$ cat config.mk
export PLATFORM = sky130hd
export DESIGN_NAME = bist_ctrl_flat
export DESIGN_NICKNAME = d
export VERILOG_FILES = /design/src/rtl/bist_pkg.sv /design/src/rtl/bist_ctrl_if.sv /design/src/rtl/bist_pat_cnt.sv /design/src/rtl/bist_ctrl.sv /design/src/flat_wrapper.sv
export SDC_FILE = /design/constraint.sdc
export NUM_CORES = 1
export LEC_CHECK = 0
export CAP_MARGIN = 20
export CELL_PAD_IN_SITES_DETAIL_PLACEMENT = 0
export CELL_PAD_IN_SITES_GLOBAL_PLACEMENT = 1
export CORE_MARGIN = 2
export CORE_UTILIZATION = 36
export CTS_CLUSTER_DIAMETER = 40
export DETAILED_ROUTE_END_ITERATION = 16
export GPL_TIMING_DRIVEN = 0
export PLACE_DENSITY = 0.89
export SLEW_MARGIN = 20
export SYNTH_ARGS = -nofsm -noshare
export SYNTH_HDL_FRONTEND = slang
export SYNTH_HIERARCHICAL = 1
export SYNTH_SLANG_ARGS = --single-unit
export TNS_END_PERCENT = 1
$ cat constraint.sdc
create_clock -name clk -period 2.9 [get_ports clk]
set_input_delay 0.58 -clock clk [delete_from_list [all_inputs] [get_ports clk]]
set_output_delay 0.58 -clock clk [all_outputs]
set_load 0.005 [all_outputs]
$ cat src/rtl/bist_pkg.sv
// rtl/bist_pkg.sv - shared FSM encoding and default sizing for the BIST session sequencer.
package bist_pkg;

   typedef enum logic [2:0] {
      IDLE   = 3'd0,
      INIT   = 3'd1,
      RUN    = 3'd2,
      SETTLE = 3'd3,
      CMP    = 3'd4,
      DONE   = 3'd5
   } state_t;

   localparam int SIG_W_DEF = 4;
   localparam int N_PAT_DEF = 31;
   localparam int CNT_W_DEF = 5;

endpackage

$ cat src/rtl/bist_ctrl_if.sv
// rtl/bist_ctrl_if.sv - start/done handshake and LFSR/SISR control bundle of the BIST sequencer.
interface bist_ctrl_if #(
   parameter int SIG_W = 4,
   parameter int CNT_W = 5
);
   logic             start;
   logic [SIG_W-1:0] sig;
   logic             seed_ld;
   logic             run;
   logic             busy;
   logic             done;
   logic             pass;
   logic             fail;
   logic [CNT_W-1:0] pat_cnt;
   logic [SIG_W-1:0] sig_cap;

   modport master (
      output start, sig,
      input  seed_ld, run, busy, done, pass, fail, pat_cnt, sig_cap
   );

   modport slave (
      input  start, sig,
      output seed_ld, run, busy, done, pass, fail, pat_cnt, sig_cap
   );
endinterface

$ cat src/rtl/bist_pat_cnt.sv
// rtl/bist_pat_cnt.sv - saturating pattern counter with clear/enable and a last-pattern flag.
module bist_pat_cnt #(
   parameter int N_PAT = 31,
   parameter int CNT_W = 5
) (
   input  logic             clk,
   input  logic             rst_b,
   input  logic             clr,
   input  logic             en,
   output logic [CNT_W-1:0] cnt,
   output logic             last
);
   localparam logic [CNT_W-1:0] CNT_MAX  = CNT_W'(N_PAT);
   localparam logic [CNT_W-1:0] CNT_LAST = CNT_W'(N_PAT - 1);

   always_ff @(posedge clk or negedge rst_b) begin
      if (!rst_b) begin
         cnt <= '0;
      end else if (clr) begin
         cnt <= '0;
      end else if (en && (cnt != CNT_MAX)) begin
         cnt <= cnt + 1'b1;
      end
   end

   assign last = (cnt == CNT_LAST);
endmodule

$ cat src/rtl/bist_ctrl.sv
// rtl/bist_ctrl.sv - BIST session FSM with signature compare and sticky pass/fail result.
// Optional BIST_RETRY_EN: a first-attempt mismatch reruns the session once before failing.
module bist_ctrl
   import bist_pkg::*;
#(
   parameter int               SIG_W  = SIG_W_DEF,
   parameter int               N_PAT  = N_PAT_DEF,
   parameter int               CNT_W  = CNT_W_DEF,
   parameter logic [SIG_W-1:0] GOLDEN = SIG_W'(4'hA)
) (
   input logic       clk,
   input logic       rst_b,
   bist_ctrl_if.slave bus
);
   generate
      if (N_PAT < 1 || (2 ** CNT_W) <= N_PAT) begin : g_bad_cfg
         $error("bist_ctrl: N_PAT must be >= 1 and fit in CNT_W bits");
      end
   endgenerate

   state_t state;
   state_t state_nx;
   logic   match;
   logic   cnt_clr;
   logic   cnt_en;
   logic   cnt_last;
   logic   start_acc;

   assign match     = (bus.sig == GOLDEN);
   assign start_acc = (state == IDLE) && bus.start;
   assign cnt_clr   = start_acc || (state == INIT);
   assign cnt_en    = (state == RUN);

   bist_pat_cnt #(
      .N_PAT (N_PAT),
      .CNT_W (CNT_W)
   ) u_pat_cnt (
      .clk  (clk),
      .rst_b(rst_b),
      .clr  (cnt_clr),
      .en   (cnt_en),
      .cnt  (bus.pat_cnt),
      .last (cnt_last)
   );

`ifdef BIST_RETRY_EN
   logic retry;

   // Marks that the first attempt already mismatched; only meaningful between IDLE visits.
   always_ff @(posedge clk or negedge rst_b) begin
      if (!rst_b) begin
         retry <= 1'b0;
      end else if (state == IDLE) begin
         retry <= 1'b0;
      end else if (state == CMP && !match) begin
         retry <= 1'b1;
      end
   end
`endif

   always_ff @(posedge clk or negedge rst_b) begin
      if (!rst_b) begin
         state <= IDLE;
      end else begin
         state <= state_nx;
      end
   end

   always_comb begin
      state_nx    = state;
      bus.seed_ld = 1'b0;
      bus.run     = 1'b0;
      bus.busy    = (state != IDLE);
      bus.done    = 1'b0;
      case (state)
         IDLE:   if (bus.start) state_nx = INIT;
         INIT: begin
            bus.seed_ld = 1'b1;
            state_nx    = RUN;
         end
         RUN: begin
            bus.run = 1'b1;
            if (cnt_last) state_nx = SETTLE;
         end
         SETTLE: state_nx = CMP;
         CMP: begin
            state_nx = DONE;
`ifdef BIST_RETRY_EN
            if (!match && !retry) state_nx = INIT;
`endif
         end
         DONE: begin
            bus.done = 1'b1;
            state_nx = IDLE;
         end
         default: state_nx = IDLE;
      endcase
   end

   // Results persist from CMP until the next accepted start clears them.
   always_ff @(posedge clk or negedge rst_b) begin
      if (!rst_b) begin
         bus.pass    <= 1'b0;
         bus.fail    <= 1'b0;
         bus.sig_cap <= '0;
      end else if (start_acc) begin
         bus.pass    <= 1'b0;
         bus.fail    <= 1'b0;
         bus.sig_cap <= '0;
      end else if (state == CMP) begin
         bus.sig_cap <= bus.sig;
         if (match) begin
            bus.pass <= 1'b1;
`ifdef BIST_RETRY_EN
         end else if (retry) begin
            bus.fail <= 1'b1;
`else
         end else begin
            bus.fail <= 1'b1;
`endif
         end
      end
   end
endmodule

$ cat src/flat_wrapper.sv
// flat-port wrapper written by rule: the top's interface ports become plain ports
module bist_ctrl_flat import bist_pkg::*;
#(
   parameter int               SIG_W  = SIG_W_DEF,
   parameter int               N_PAT  = N_PAT_DEF,
   parameter int               CNT_W  = CNT_W_DEF,
   parameter logic [SIG_W-1:0] GOLDEN = SIG_W'(4'hA)
)
  (clk, rst_b, bus_start, bus_sig, bus_seed_ld, bus_run, bus_busy, bus_done, bus_pass, bus_fail, bus_pat_cnt, bus_sig_cap);
  bist_ctrl_if #(.SIG_W(SIG_W), .CNT_W(CNT_W)) bus_i ();
  input logic clk;
  input logic rst_b;
  input wire logic [$bits(bus_i.start)-1:0] bus_start;
  input wire logic [$bits(bus_i.sig)-1:0] bus_sig;
  output wire logic [$bits(bus_i.seed_ld)-1:0] bus_seed_ld;
  output wire logic [$bits(bus_i.run)-1:0] bus_run;
  output wire logic [$bits(bus_i.busy)-1:0] bus_busy;
  output wire logic [$bits(bus_i.done)-1:0] bus_done;
  output wire logic [$bits(bus_i.pass)-1:0] bus_pass;
  output wire logic [$bits(bus_i.fail)-1:0] bus_fail;
  output wire logic [$bits(bus_i.pat_cnt)-1:0] bus_pat_cnt;
  output wire logic [$bits(bus_i.sig_cap)-1:0] bus_sig_cap;
  assign bus_i.start = bus_start;
  assign bus_i.sig = bus_sig;
  assign bus_seed_ld = bus_i.seed_ld;
  assign bus_run = bus_i.run;
  assign bus_busy = bus_i.busy;
  assign bus_done = bus_i.done;
  assign bus_pass = bus_i.pass;
  assign bus_fail = bus_i.fail;
  assign bus_pat_cnt = bus_i.pat_cnt;
  assign bus_sig_cap = bus_i.sig_cap;
  bist_ctrl #(.SIG_W(SIG_W), .N_PAT(N_PAT), .CNT_W(CNT_W), .GOLDEN(GOLDEN)) u_core (.clk(clk), .rst_b(rst_b), .bus(bus_i));
endmodule
==> summary.txt <==
Die
  – Number of placement rows: 16
  – Core region area: 1900 sq um
  – Top-Level Pins: 22
  – Die W: 48.4 um
  – Die Y-Extent: 48.4 um
  – Die Area: 2350 sq um
  – Starting density of the core: 37.4%

STA
  – Setup-violating endpoint count in the final report: 0
  – Tcrit/Tclk final: 81.9%
  – Final TNS setup: 0 ns
  – Setup Skew: 0.00394 ns
  – Shortest period the worst path allows: 2.37 ns
  – Least setup slack across all paths after layout: 0.526 ns
  – Measured slew at the worst slew-check pin: 0.682 ns
  – Upper clock frequency limit: 421 MHz
  – Unrepaired setup endpoints after global routing: false
  – Final number of max-transition violations: 0
  – Final-report hold violation count: 0
  – Worst-case headroom to the max-slew limit: 54.2%
  – Final-layout worst hold slack: 0.496 ns

Clock tree
  – Clock-pin slew reported for the worst setup and hold paths after clock tree synthesis: 0.08 ns
  – Post_cts resized: 0
  – TritonCTS Buffers: 3
  – Library cell used as clock root buffer: sky130_fd_sc_hd__clkbuf_4
  – TritonCTS clock tree: built
  – Clock Tree Buf Depth: 2
  – Max H-tree Level: 1
  – Post-CTS Setup Repair Bufs: 0
  – Clk sink count: 14
  – Cts hold-fix bufs: 0
  – Clock latency on the worst-skew pair: 0.27 ns

Synth
  – Dominant cells by area after synthesis: sky130_fd_sc_hd__dfrtp_1, sky130_fd_sc_hd__ha_1, sky130_fd_sc_hd__a22o_1
  – Post-synthesis sequential element count: 14
  – Synth top area share: 49.3%
  – Top_reg_cell synth: sky130_fd_sc_hd__dfrtp_1
  – Syn Nets: 74
  – Syn_area_per_cell: 11.1 sq um
  – Synth top cells by count: sky130_fd_sc_hd__dfrtp_1, sky130_fd_sc_hd__nor2_1, sky130_fd_sc_hd__a22o_1
  – Most common cell in the synthesized netlist: sky130_fd_sc_hd__dfrtp_1
  – Synthesized cell area: 711 sq um
  – Leading area contributor after synthesis: sky130_fd_sc_hd__dfrtp_1
  – Yosys cell types: 30
  – Share of async-settable or async-resettable flops after synthesis: 100%
  – Sequential area share after synthesis: 49.3%
  – Number of synthesized flops with an enable pin: 0
  – Yosys warnings: 6
  – Instance count of the mapped netlist: 64

Worst setup path
  – Depth of the worst register-to-register path: 6
  – Register-to-register setup slack: 1.15 ns
  – Endpoint class of the critical path: primary output
  – Capturing element of the worst setup path: bus_run
  – Largest driver fanout on the critical path: 10
  – Worst endpoint data arrival time: 1.79 ns
  – Critical Setup Path Class: register to primary output
  – Required time at the endpoint of the critical path: 2.32 ns
  – Worst reg2reg path endpoint: u_core/u_pat_cnt/cnt[3]
  – Beginning of the critical path: u_core/state[1]
  – Worst reg2reg startpoint: u_core/u_pat_cnt/cnt[0]
  – Critical path launch point type: register

Pwr
  – PwrDens: 840 nW/um^2
  – Seq pwr share: 36.6%
  – Worst VDD drop: 0.338 mV
  – LEAKAGE: 0.000436 uW
  – Power share of the combinational group: 50.7%
  – Post-layout total power: 821 uW
  – Switching share of total power: 35.2%
  – Proportion of power drawn by the clock network: 12.8%
  – Psw: 289 uW
  – Internal power of the cells: 532 uW

Placement
  – Final Wtd Congestion: 0.764
  – Pre-CTS setup slack: 0.799 ns
  – DPL Wire Length: 1.03 mm
  – Count of buffers from port buffering: 21

Layout
  – Fraction of layout cells with a size suffix above 1: 12.5%
  – Utilization of the core after routing: 51.4%
  – Number of nets in the finished design: 100
  – Number of diodes added for antenna fixing: 0
  – Relative area change from synthesis to final layout: 37.5%

Global route
  – Number of global-route vias before repair: 529
  – Overall global routing resource usage: 13.0%
  – Initial antenna violation count: 0
  – Global-route congestion overflow total: 0
  – First-pass GRT wire length: 2.30 mm
  – Maximum number of pins on one net before global-route repair: 15

Run
  – Max_cap viols: 0

Detailed routing
  – Total via count in the routed design: 568
  – Mean routed wirelength per cell: 11.9 um
  – Final WL: 1.37 mm
  – Average vias per placed instance: 4.94
  – Post-detailed-route count of antenna-violating nets: 0
  – Number of optimization iterations in the first detailed-route pass: 3
  – Initial DRC count: 10
  – Post-route DRC violation count: 0

Run status
  – Run status: finished, final reports clean

Worst hold path
  – Type of the worst min-delay path: register to register
flip-flops by register name, summed over array words and instances, names as in the netlist:
signal                count
u_core/bus.fail           1
u_core/bus.pass           1
u_core/bus.sig_cap        4
u_core/state              3
u_core/u_pat_cnt/cnt      5
power groups by stage:
stage,clock network (uW),registers (uW),logic (uW)
2_1_floorplan,0,302,240
3_3_place_gp,0,303,417
3_5_place_dp,0,305,421
4_1_cts,111,302,422
5_1_grt,119,311,459
6_report,105,300,416
kinds of logic after synthesis:
kind of cell | count (synthesis) | synth area share (%)
xor+xnor | 2 | 2.47
simple gates | 24 | 22.9
flops | 14 | 49.3
fa+ha+maj | 3 | 5.28
compound gates | 15 | 14.4
mux | 1 | 1.41
buf+inv | 5 | 4.23
how the worst min path moves through the flow:
stage	endpoint	cells after the start	startpoint	slack [ns]
global route	u_core/bus.sig_cap[3]	1	u_core/bus.sig_cap[3]	0.52
finish	u_core/bus.pass	2	u_core/bus.pass	0.50
CTS	u_core/bus.sig_cap[1]	1	u_core/bus.sig_cap[1]	0.50
detailed placement	u_core/bus.sig_cap[1]	1	u_core/bus.sig_cap[1]	0.49
global placement	u_core/bus.pass	2	u_core/bus.pass	0.48
floorplan	u_core/bus.fail	0	rst_b	0.28
critical path, cell delays in order, from the launching register on:
cell	delay [ns]
sky130_fd_sc_hd__dfrtp_1	0.33
sky130_fd_sc_hd__buf_4	0.17
sky130_fd_sc_hd__nand2b_1	0.09
sky130_fd_sc_hd__nor2_1	0.34
sky130_fd_sc_hd__clkdlybuf4s50_1	0.59
per-layer routing:
layer | global-route usage, % | vias up | share of wire [%]
li1 | - | 283 | -
met1 | 15.8 | 267 | 49
met2 | 20.1 | 14 | 44
met3 | 2.78 | 4 | 4.1
met4 | 10.0 | 0 | 2.8
met5 | 0 | - | 0
final cells by class:
type	count	area [sq um]
inverters	3	11.3
multi-input cells	45	330
fillers	170	925
flip-flops and latches	14	350
repair buffers	21	210
well taps	27	33.8
clock buffers	3	22.5
plain buffers	2	18.8
metrics by stage:
step | area (sq um) | instances
after floorplan | 711 | 64
after global placement | 955 | 112
after detailed placement | 955 | 112
after CTS | 977 | 115
after global routing | 977 | 115
final | 977 | 115
cells in the final DEF (no fill, tap or decap), types with 3 or more instances in the layout:
cell type                         synthesis  routed
sky130_fd_sc_hd__clkdlybuf4s50_1          0      21
sky130_fd_sc_hd__dfrtp_1                 14      14
sky130_fd_sc_hd__nor2_1                   5       5
sky130_fd_sc_hd__a22o_1                   4       4
sky130_fd_sc_hd__clkbuf_4                 0       3
sky130_fd_sc_hd__inv_1                    3       3
sky130_fd_sc_hd__a21oi_1                  3       3
sky130_fd_sc_hd__ha_1                     3       3
(Power assumes the default switching activity.)
